[src/rtl/dmem_arbiter_pkg.sv]
// Shared types for the data-memory arbiter: FSM states, requester ids and
// the read-return tag carried through the latency pipeline.
package dmem_arbiter_pkg;

  typedef enum logic {
    IDLE  = 1'b0,
    BEAT2 = 1'b1
  } arb_state_e;

  localparam logic REQ_CPU = 1'b0;
  localparam logic REQ_DBG = 1'b1;

  typedef struct packed {
    logic valid;
    logic id;
    logic last;
  } rtag_t;

  // Beat-1 address of a pair op; wraps 15'h7FFF to 15'h0000.
  function automatic logic [14:0] next_addr(input logic [14:0] addr);
    return addr + 15'd1;
  endfunction

endpackage

[src/rtl/dmem_arbiter_if.sv]
// One requester's connection to the arbiter: request fields toward the
// arbiter, grant and tagged read return back to the requester.
interface dmem_arbiter_if;
  logic        req;
  logic        we;
  logic        pair;
  logic [14:0] addr;
  logic [15:0] wdata0;
  logic [15:0] wdata1;
  logic        gnt;
  logic        rvalid;
  logic        rlast;
  logic [15:0] rdata;

  modport master (output req, we, pair, addr, wdata0, wdata1,
                  input  gnt, rvalid, rlast, rdata);
  modport slave  (input  req, we, pair, addr, wdata0, wdata1,
                  output gnt, rvalid, rlast, rdata);
endinterface

[src/rtl/dmem_arbiter_rtag_pipe.sv]
// Read-return tag shift register: one tag per read beat, emerging exactly
// RD_LAT cycles later alongside the memory's read data.
module dmem_rtag_pipe
  import dmem_arbiter_pkg::*;
#(
  parameter int RD_LAT = 2
) (
  input  logic  clk,
  input  logic  rst_n,
  input  rtag_t push_i,
  output rtag_t exit_o,
  output logic  busy_o
);

  rtag_t stage_q [RD_LAT];

  always_ff @(posedge clk or negedge rst_n) begin
    if (!rst_n) begin
      for (int i = 0; i < RD_LAT; i++) stage_q[i] <= '0;
    end else begin
      stage_q[0] <= push_i;
      for (int i = 1; i < RD_LAT; i++) stage_q[i] <= stage_q[i-1];
    end
  end

  assign exit_o = stage_q[RD_LAT-1];

  always_comb begin
    busy_o = 1'b0;
    for (int i = 0; i < RD_LAT; i++) busy_o = busy_o | stage_q[i].valid;
  end

endmodule

[src/rtl/dmem_arbiter.sv]
// Data-memory slot arbiter between the CPU execute stage (c) and the
// debug/loader port (d); pair ops take two locked consecutive beats.
module dmem_arbiter
  import dmem_arbiter_pkg::*;
#(
  parameter int RD_LAT     = 2,
  parameter int STARVE_MAX = 8
) (
  input  logic          clk,
  input  logic          rst_n,
  dmem_arbiter_if.slave c,
  dmem_arbiter_if.slave d,
  output logic [14:0]   mem_raddr,
  input  logic [15:0]   mem_rdata,
  output logic          mem_wen,
  output logic [14:0]   mem_waddr,
  output logic [15:0]   mem_wdata,
  output logic          busy
);

  localparam logic [7:0] STARVE_LIM = 8'(STARVE_MAX);

  arb_state_e  state_q, state_d;
  logic [7:0]  starve_q, starve_d;
  logic        b2_id_q, b2_we_q;
  logic [14:0] b2_addr_q;
  logic [15:0] b2_wdata_q;
  logic [14:0] raddr_q, waddr_q;

  logic        c_win, d_win, any_win;
  logic        win_id, win_we, win_pair;
  logic [14:0] win_addr;
  logic [15:0] win_wdata0, win_wdata1;
  logic        beat_vld, beat_we, beat_id, beat_last;
  logic [14:0] beat_addr;
  logic [15:0] beat_wdata;
  rtag_t       tag_push, tag_exit;
  logic        tags_busy;

  // Grants are suppressed while reset is held so nothing issues mid-reset.
  always_comb begin
    c_win = 1'b0;
    d_win = 1'b0;
    if (rst_n && state_q == IDLE) begin
      d_win = d.req && ((starve_q == STARVE_LIM) || !c.req);
      c_win = c.req && !d_win;
    end
  end

  assign any_win = c_win || d_win;
  assign c.gnt   = c_win;
  assign d.gnt   = d_win;

  always_comb begin
    win_id     = d_win ? REQ_DBG  : REQ_CPU;
    win_we     = d_win ? d.we     : c.we;
    win_pair   = d_win ? d.pair   : c.pair;
    win_addr   = d_win ? d.addr   : c.addr;
    win_wdata0 = d_win ? d.wdata0 : c.wdata0;
    win_wdata1 = d_win ? d.wdata1 : c.wdata1;
  end

  always_ff @(posedge clk or negedge rst_n) begin
    if (!rst_n) state_q <= IDLE;
    else        state_q <= state_d;
  end

  always_comb begin
    state_d = state_q;
    case (state_q)
      IDLE:    if (any_win && win_pair) state_d = BEAT2;
      BEAT2:   state_d = IDLE;
      default: state_d = IDLE;
    endcase
  end

  always_comb begin
    beat_vld   = 1'b0;
    beat_we    = b2_we_q;
    beat_id    = b2_id_q;
    beat_last  = 1'b1;
    beat_addr  = b2_addr_q;
    beat_wdata = b2_wdata_q;
    case (state_q)
      IDLE: begin
        if (any_win) begin
          beat_vld   = 1'b1;
          beat_we    = win_we;
          beat_id    = win_id;
          beat_last  = !win_pair;
          beat_addr  = win_addr;
          beat_wdata = win_wdata0;
        end
      end
      BEAT2:   beat_vld = rst_n;
      default: beat_vld = 1'b0;
    endcase
  end

  // Idle cycles keep the last addresses on the memory buses.
  assign mem_wen   = beat_vld && beat_we;
  assign mem_wdata = mem_wen ? beat_wdata : '0;
  assign mem_waddr = mem_wen ? beat_addr : waddr_q;
  assign mem_raddr = (beat_vld && !beat_we) ? beat_addr : raddr_q;

  always_comb begin
    starve_d = '0;
    if (d.req && !d_win)
      starve_d = (starve_q == STARVE_LIM) ? starve_q : starve_q + 8'd1;
  end

  always_ff @(posedge clk or negedge rst_n) begin
    if (!rst_n) begin
      starve_q   <= '0;
      b2_id_q    <= REQ_CPU;
      b2_we_q    <= 1'b0;
      b2_addr_q  <= '0;
      b2_wdata_q <= '0;
      raddr_q    <= '0;
      waddr_q    <= '0;
    end else begin
      starve_q <= starve_d;
      raddr_q  <= mem_raddr;
      waddr_q  <= mem_waddr;
      if (state_q == IDLE && any_win && win_pair) begin
        b2_id_q    <= win_id;
        b2_we_q    <= win_we;
        b2_addr_q  <= next_addr(win_addr);
        b2_wdata_q <= win_wdata1;
      end
    end
  end

  always_comb begin
    tag_push       = '0;
    tag_push.valid = beat_vld && !beat_we;
    tag_push.id    = beat_id;
    tag_push.last  = beat_last;
  end

  dmem_rtag_pipe #(.RD_LAT(RD_LAT)) u_rtag_pipe (
    .clk    (clk),
    .rst_n  (rst_n),
    .push_i (tag_push),
    .exit_o (tag_exit),
    .busy_o (tags_busy)
  );

  assign c.rvalid = tag_exit.valid && (tag_exit.id == REQ_CPU);
  assign c.rlast  = c.rvalid && tag_exit.last;
  assign c.rdata  = c.rvalid ? mem_rdata : '0;
  assign d.rvalid = tag_exit.valid && (tag_exit.id == REQ_DBG);
  assign d.rlast  = d.rvalid && tag_exit.last;
  assign d.rdata  = d.rvalid ? mem_rdata : '0;

  assign busy = (state_q == BEAT2) || tags_busy;

endmodule

[src/flat_wrapper.sv]
// flat-port wrapper written by rule: the top's interface ports become plain ports
module dmem_arbiter_flat import dmem_arbiter_pkg::*;
#(
  parameter int RD_LAT     = 2,
  parameter int STARVE_MAX = 8
)
  (clk, rst_n, mem_raddr, mem_rdata, mem_wen, mem_waddr, mem_wdata, busy, c_req, c_we, c_pair, c_addr, c_wdata0, c_wdata1, c_gnt, c_rvalid, c_rlast, c_rdata, d_req, d_we, d_pair, d_addr, d_wdata0, d_wdata1, d_gnt, d_rvalid, d_rlast, d_rdata);
  dmem_arbiter_if c_i ();
  dmem_arbiter_if d_i ();
  input  logic clk;
  input  logic rst_n;
  output logic [14:0] mem_raddr;
  input  logic [15:0] mem_rdata;
  output logic mem_wen;
  output logic [14:0] mem_waddr;
  output logic [15:0] mem_wdata;
  output logic busy;
  input wire logic [$bits(c_i.req)-1:0] c_req;
  input wire logic [$bits(c_i.we)-1:0] c_we;
  input wire logic [$bits(c_i.pair)-1:0] c_pair;
  input wire logic [$bits(c_i.addr)-1:0] c_addr;
  input wire logic [$bits(c_i.wdata0)-1:0] c_wdata0;
  input wire logic [$bits(c_i.wdata1)-1:0] c_wdata1;
  output wire logic [$bits(c_i.gnt)-1:0] c_gnt;
  output wire logic [$bits(c_i.rvalid)-1:0] c_rvalid;
  output wire logic [$bits(c_i.rlast)-1:0] c_rlast;
  output wire logic [$bits(c_i.rdata)-1:0] c_rdata;
  input wire logic [$bits(d_i.req)-1:0] d_req;
  input wire logic [$bits(d_i.we)-1:0] d_we;
  input wire logic [$bits(d_i.pair)-1:0] d_pair;
  input wire logic [$bits(d_i.addr)-1:0] d_addr;
  input wire logic [$bits(d_i.wdata0)-1:0] d_wdata0;
  input wire logic [$bits(d_i.wdata1)-1:0] d_wdata1;
  output wire logic [$bits(d_i.gnt)-1:0] d_gnt;
  output wire logic [$bits(d_i.rvalid)-1:0] d_rvalid;
  output wire logic [$bits(d_i.rlast)-1:0] d_rlast;
  output wire logic [$bits(d_i.rdata)-1:0] d_rdata;
  assign c_i.req = c_req;
  assign c_i.we = c_we;
  assign c_i.pair = c_pair;
  assign c_i.addr = c_addr;
  assign c_i.wdata0 = c_wdata0;
  assign c_i.wdata1 = c_wdata1;
  assign c_gnt = c_i.gnt;
  assign c_rvalid = c_i.rvalid;
  assign c_rlast = c_i.rlast;
  assign c_rdata = c_i.rdata;
  assign d_i.req = d_req;
  assign d_i.we = d_we;
  assign d_i.pair = d_pair;
  assign d_i.addr = d_addr;
  assign d_i.wdata0 = d_wdata0;
  assign d_i.wdata1 = d_wdata1;
  assign d_gnt = d_i.gnt;
  assign d_rvalid = d_i.rvalid;
  assign d_rlast = d_i.rlast;
  assign d_rdata = d_i.rdata;
  dmem_arbiter #(.RD_LAT(RD_LAT), .STARVE_MAX(STARVE_MAX)) u_core (.clk(clk), .rst_n(rst_n), .c(c_i), .d(d_i), .mem_raddr(mem_raddr), .mem_rdata(mem_rdata), .mem_wen(mem_wen), .mem_waddr(mem_waddr), .mem_wdata(mem_wdata), .busy(busy));
endmodule
[config.mk]
export PLATFORM = sky130hd
export DESIGN_NAME = dmem_arbiter_flat
export DESIGN_NICKNAME = d
export VERILOG_FILES = /design/src/rtl/dmem_arbiter_pkg.sv /design/src/rtl/dmem_arbiter_if.sv /design/src/rtl/dmem_arbiter_rtag_pipe.sv /design/src/rtl/dmem_arbiter.sv /design/src/flat_wrapper.sv
export SDC_FILE = /design/constraint.sdc
export NUM_CORES = 1
export LEC_CHECK = 0
export CELL_PAD_IN_SITES_DETAIL_PLACEMENT = 0
export CELL_PAD_IN_SITES_GLOBAL_PLACEMENT = 2
export CORE_ASPECT_RATIO = 1.4
export CORE_MARGIN = 1.5
export CORE_UTILIZATION = 27
export DETAILED_ROUTE_END_ITERATION = 6
export PLACE_DENSITY_LB_ADDON = 0.1
export SYNTH_ARGS = -nofsm -noshare
export SYNTH_HDL_FRONTEND = slang
export SYNTH_HIERARCHICAL = 1
export SYNTH_SLANG_ARGS = --single-unit
[constraint.sdc]
create_clock -name clk -period 5.35 [get_ports clk]
set_clock_uncertainty 0.05 [all_clocks]
set_input_delay 1.07 -clock clk [delete_from_list [all_inputs] [get_ports clk]]
set_output_delay 1.07 -clock clk [all_outputs]
set_load 0.05 [all_outputs]
==> impl_metrics.yaml, run 1 <==
outcome:
  status: "complete, no violations"
yosys:
  netlist_area_um2: 4820
  ys_types: 45
  synth_top_family_by_area: "multiplexers"
  syn_area_per_cell_um2: 9.43
  synth_top_area_share_pct: 40.5
  synth_fp_nets: 631
  synth_edf_count: 0
  yosys.area_share.simple_pct: 19.0
  syn_inst: 511
  ys_seq_elements: 78
  ys_async_sr_fraction_pct: 100
  yosysTopAreaCell: "dfrtp_1"
  synth-compound-area-share_pct: 10.5
  synth_area_leaders: "dfrtp_1 (41%), mux2i_1 (11%), mux2_2 (5.4%)"
  synthMuxAreaShare_pct: 19.2
  yosysSeqAreaShare_pct: 40.5
  synth_warnings: 6
  synth.top_cells.by_count: "dfrtp_1 (78), mux2i_1 (53), nand2_1 (49)"
  synth_xor_area_share_pct: 5.82
  yosysMostFrequentCell: "dfrtp_1"
  synth_ff_type: "dfrtp_1"
  synthAdderAreaFrac_pct: 0.519
power_and_ir_drop:
  power_switching_mw: 1.04
  leakage_nw: 3.38
  p_comb_share_pct: 45.4
  cellPowerDensity_nw_per_um2: 345
  p_int_mw: 1.52
  ir_drop_uv: 234
  p_clk_share_pct: 23.0
  swShare_pct: 40.6
  p_seq_share_pct: 31.6
placed_design:
  place_ws_ns: 0.399
  port_buffers: 203
  gp_congestion: 0.776
  place_area_um2: 7160
  dpl.cell_count: 921
  dp_hpwl_mm: 12.8
detailed_routing:
  vias_per_cell: 4.79
  first_pass_iters: 4
  drc: 0
  ant_nets: 0
  wl_per_cell_um: 18.1
  drt_iter0_drc: 102
  drt_wl_total_mm: 17.0
  num_vias: 4488
worst_setup_path:
  startpoint_type: "input pin"
  cp-end-kind: "output pin"
  cp_top_family: "buffers and inverters"
  crit_buf_inv: 3
  arrival_ns: 3.75
  slowest_delay_ns: 0.68
  worstPathMaxFanout: 18
  cp_common_cell: "buf_4"
  crit_chain: "clkdlybuf4s50_1 > o31ai_4 > nand3_1 > and3_1 > buf_4 > mux2_2 > buf_4"
  cp.depth: 7
  worstRegToRegCells: 7
  worstSetupPathType: "input pin to output pin"
  cp_data_required_time_ns: 4.23
  crit_slowest_cell: "and3_1"
clock_tree:
  clk_pin_slew_worst_paths_ns: 0.06
  cts_setup_buffers: 0
  cts_buffer_depth: 2
  htree_num_levels: 3
  cts_buffers: 9
  clk_latency_ns: 0.34
  clock_sinks: 78
  ctsHoldBuffers: 0
  clockRootBuffer: "clkbuf_16"
  cts_tree: "yes"
  cts_resized: 0
sta:
  slew_violations: 0
  fin_setup_tns_ns: 0
  hold_viol: 0
  setup_slack_ns: 0.479
  fin_crit_ns: 4.87
  rsz0062_at_grt: "false"
  finalCritPeriodShare_pct: 91.0
  fmax_mhz: 205
  setup_viol: 0
  slew_headroom_pct: 35.7
  worst_pin_slew_ns: 0.965
global_route:
  grt_pass1_vias: 4458
  grt_max_degree: 70
  grt_overflow: 0
  antenna_found_initial: 0
  grt_pass1_wl_mm: 25.9
  grt_usage_pct: 18.3
floorplan:
  core_area_um2: 17400
  placementRows: 57
  die_area_um2: 18700
  start_util_pct: 27.7
  fp.dieH_um: 161
  pin_count: 204
  die_w_um: 116
finish:
  nets: 816
  drive_above_1_share_pct: 16.0
  syn_to_final_growth_pct: 54.3
  fin_area_um2: 7430
  finalNonFillerCells: 937
  nFillCells: 1809
  n_antenna_cell: 0
worst_hold_path:
  min_path_type: "register to register"
  hold-path-cell-count: 0
run:
  drv_cap: 0
[path summary, 6_finish.rpt]
check / endpoint / slack [ns] / from
max: mem_waddr[1] / 0.48 / c_req
min: u_core/u_rtag_pipe/exit_o[1]$_DFF_PN0_ / 0.31 / u_core/u_rtag_pipe/stage_q[4]$_DFF_PN0_
max reg2reg: u_core/raddr_q[4]$_DFF_PN0_ / 2.05 / u_core/starve_q[4]$_DFFE_PN0P_
min reg2reg: u_core/u_rtag_pipe/exit_o[1]$_DFF_PN0_ / 0.31 / u_core/u_rtag_pipe/stage_q[4]$_DFF_PN0_
max in group asynchronous: u_core/b2_addr_q[10]$_DFFE_PN0P_ / 3.54 / rst_n
min in group asynchronous: u_core/starve_q[0]$_DFFE_PN0P_ / 0.52 / rst_n
[cell type report]
type,instances,area (um2),area share (%)
Multi-Input combinational cell,383,2670,35.9
Clock buffer,11,243,3.26
Clock inverter,5,35.0,0.471
Sequential cell,78,1950,26.3
Timing Repair Buffer,211,2190,29.5
Inverter,13,48.8,0.656
Tap cell,236,295,3.97
[state kept, by name (all words and copies together), names as in the netlist]
signal                      count
u_core/u_rtag_pipe/stage_q      3
u_core/b2_id_q                  1
u_core/state_q                  1
u_core/waddr_q                 15
u_core/b2_addr_q               15
u_core/u_rtag_pipe/exit_o       3
u_core/raddr_q                 15
u_core/starve_q                 8
u_core/b2_wdata_q              16
u_core/b2_we_q                  1
[metal layers]
metal / global-route usage [%] / routed length [um] / vias to the layer above
met5: 0 / 0 / -
met4: 4.88 / 211 / 0
met3: 4.92 / 1370 / 13
met2: 33.6 / 8860 / 179
met1: 20.7 / 6560 / 2128
li1: - / - / 2168
[kinds of logic (layout without fill, tap and decap cells)]
kind of cell / after synthesis / count (layout)
AO/OA/AOI/OAI: 81 / 81
XOR/XNOR: 32 / 32
adder cells (fa/ha/maj): 2 / 2
buffers and inverters: 50 / 240
flip-flops: 78 / 78
multiplexers: 85 / 85
AND/OR/NAND/NOR: 183 / 183
[power by group through the flow]
stage	logic (mW)	clock network (mW)	registers, mW
3_5_place_dp	1.18	0	0.824
2_1_floorplan	0.783	0	0.796
6_report	1.17	0.589	0.812
5_1_grt	1.24	0.637	0.833
3_3_place_gp	1.16	0	0.821
4_1_cts	1.18	0.611	0.814
[layout by cell type (no fill, tap or decap), drive strengths merged, types with 20 or more instances in the layout]
master / instances
nand2: 50
nand3: 26
clkdlybuf4s50: 154
and3: 20
o21ai: 41
mux2i: 53
mux2: 32
nor2: 33
dfrtp: 78
buf: 57
[metrics by stage]
stage	power, mW	hold slack, ns	utilization [%]
after floorplan	1.58	0.281	-
after global placement	1.99	0.286	41.1
after detailed placement	2.00	0.294	41.1
after CTS	2.61	0.307	42.7
after global routing	2.71	0.323	42.7
final	2.57	0.308	42.7
Note: power is estimated with default switching activity, not from simulation.
==> run 2: changes to the inputs <==
--- a/config.mk
+++ b/config.mk
@@ -5,13 +5,13 @@
 export SDC_FILE = /design/constraint.sdc
 export NUM_CORES = 1
 export LEC_CHECK = 0
+export CAP_MARGIN = 20
 export CELL_PAD_IN_SITES_DETAIL_PLACEMENT = 0
 export CELL_PAD_IN_SITES_GLOBAL_PLACEMENT = 2
-export CORE_ASPECT_RATIO = 1.4
 export CORE_MARGIN = 1.5
 export CORE_UTILIZATION = 27
 export DETAILED_ROUTE_END_ITERATION = 6
-export PLACE_DENSITY_LB_ADDON = 0.1
+export PLACE_DENSITY = 0.84
 export SYNTH_ARGS = -nofsm -noshare
 export SYNTH_HDL_FRONTEND = slang
 export SYNTH_HIERARCHICAL = 1
==> impl_metrics.yaml, run 2 (synthesis results as in run 1) <==
worst_setup_path:
  crit_buf_inv: 3
  worstPathMaxFanout: 21
  r2r_slack_ns: 2.08
  crit_slowest_cell: "and3_1"
  arrival_ns: 3.78
  cp_data_required_time_ns: 4.23
  startpoint_type: "input pin"
  cp-end-kind: "output pin"
  cp_top_family: "buffers and inverters"
  crit_chain: "clkdlybuf4s50_1 > o31ai_4 > nand3_1 > and3_1 > buf_4 > mux2_2 > buf_4"
  slowest_delay_ns: 0.81
  worstSetupPathType: "input pin to output pin"
  cp_common_cell: "buf_4"
clock_tree:
  cts_tree: "yes"
  clock_sinks: 78
  cts_resized: 0
  ctsHoldBuffers: 0
  clockRootBuffer: "clkbuf_16"
  cts_setup_buffers: 0
  clk_latency_ns: 0.34
  cts_buffer_depth: 2
  cts_buffers: 9
  htree_num_levels: 3
  clk_pin_slew_worst_paths_ns: 0.06
sta:
  slew_headroom_pct: 35.1
  fin_crit_ns: 4.90
  slew_violations: 0
  finalCritPeriodShare_pct: 91.6
  fin_setup_tns_ns: 0
  worst_pin_slew_ns: 0.973
  rsz0062_at_grt: "false"
  setup_slack_ns: 0.449
  setup_viol: 0
  hold_viol: 0
  fmax_mhz: 204
global_route:
  use_met1_pct: 19.7
  grt_max_degree: 53
  grt_usage_pct: 16.8
  gr-max-usage-layer: "met2"
  antenna_found_initial: 0
  met2_usage_pct: 30.3
  grt_pass1_vias: 4527
  grt_pass1_wl_mm: 24.1
  grt_overflow: 0
  use_met3_pct: 4.44
detailed_routing:
  drt_iter0_drc: 152
  drc: 0
  ant_nets: 0
  wl_per_cell_um: 16.8
  vias_per_cell: 4.81
  first_pass_iters: 4
  num_vias: 4456
  drt_wl_total_mm: 15.5
floorplan:
  die_w_um: 137
  start_util_pct: 27.8
  core_area_um2: 17400
  pin_count: 204
  die_area_um2: 18700
  placementRows: 48
  fp.dieH_um: 137
finish:
  drive_above_1_share_pct: 16.1
  largest_register_ffs: 16
  final_common_cell: "clkdlybuf4s50_1"
  layout_common_cells: "clkdlybuf4s50_1 (154), dfrtp_1 (78), mux2i_1 (53)"
  nFillCells: 1698
  n_antenna_cell: 0
  nets: 816
  syn_to_final_growth_pct: 54.9
  regMostFlops: "u_core/b2_wdata_q"
  final_util_pct: 43.0
  fin_area_um2: 7460
outcome:
  status: "complete, no violations"
run:
  drv_cap: 0
placed_design:
  place_ws_ns: 0.361
  gp_congestion: 0.842
  port_buffers: 203
  place_area_um2: 7160
  dp_hpwl_mm: 11.8
worst_hold_path:
  min_path_type: "register to register"
power_and_ir_drop:
  leakage_nw: 3.41
  cellPowerDensity_nw_per_um2: 352
  ir_drop_uv: 296
run 2: changes by cell type in the layout (fill, tap and decap cells not counted), sizes merged:
cell,delta
clkinvlp,-3
clkinv,+1
inv,+2
bufinv,+1
clkbuf,-1
run 2: worst paths after layout:
check	cells after the start	from	endpoint
min in group asynchronous	1	rst_n	u_core/starve_q[7]$_DFFE_PN0P_
setup reg to reg	6	u_core/starve_q[4]$_DFFE_PN0P_	u_core/waddr_q[9]$_DFF_PN0_
hold / removal	0	u_core/u_rtag_pipe/stage_q[3]$_DFF_PN0_	u_core/u_rtag_pipe/exit_o[0]$_DFF_PN0_
setup / recovery	7	c_req	mem_waddr[7]
hold reg to reg	0	u_core/u_rtag_pipe/stage_q[3]$_DFF_PN0_	u_core/u_rtag_pipe/exit_o[0]$_DFF_PN0_
max in group asynchronous	2	rst_n	u_core/b2_wdata_q[1]$_DFFE_PN0P_
run 2: layout make-up:
type                       instances  area (um2)  area share, %
clock inverter                     6        68.8          0.922
timing repair buffer             211        2210           29.6
inverter                          13        48.8          0.654
clock buffer                      10         239           3.20
sequential                        78        1950           26.2
multi-input combinational        383        2670           35.7
tap                              225         282           3.77
run 2: report_power, final:
group	switching (mW)	total (mW)	internal (mW)
registers	0.0693	0.816	0.746
logic	0.719	1.18	0.461
clock network	0.254	0.632	0.377
total	1.04	2.63	1.58
run 2: metal layers:
| metal | part of all wire [%] | routed length [um] | vias to the layer above |
|---|---|---|---|
| met1 | 40 | 6150 | 2127 |
| li1 | - | - | 2162 |
| met5 | 0 | 0 | - |
| met4 | 1.3 | 205 | 0 |
| met3 | 7.5 | 1160 | 12 |
| met2 | 52 | 8020 | 155 |
run 2: worst reg2reg max path: cells and delay by family (launching register included):
kind                   cells  cell delay (ns)
AO/OA/AOI/OAI              1             0.70
buffers and inverters      1             0.36
flip-flops                 1             0.41
multiplexers               1             0.33
AND/OR/NAND/NOR            3             1.30
run 2: metrics by stage:
stage               hold slack, ns  std cells  power [mW]
global placement             0.282        910        1.99
detailed placement           0.286        910        2.02
floorplan                    0.281        511        1.58
CTS                          0.299        926        2.67
finish                       0.296        926        2.63
global route                 0.311        926        2.76
==> run 3: changes to the inputs <==
--- a/config.mk
+++ b/config.mk
@@ -11,6 +11,7 @@
 export CORE_MARGIN = 1.5
 export CORE_UTILIZATION = 27
 export DETAILED_ROUTE_END_ITERATION = 6
+export GPL_ROUTABILITY_DRIVEN = 0
 export PLACE_DENSITY = 0.84
 export SYNTH_ARGS = -nofsm -noshare
 export SYNTH_HDL_FRONTEND = slang
==> results of run 3 <==
The final DEF is identical to that of run 2; final timing and power are the same.
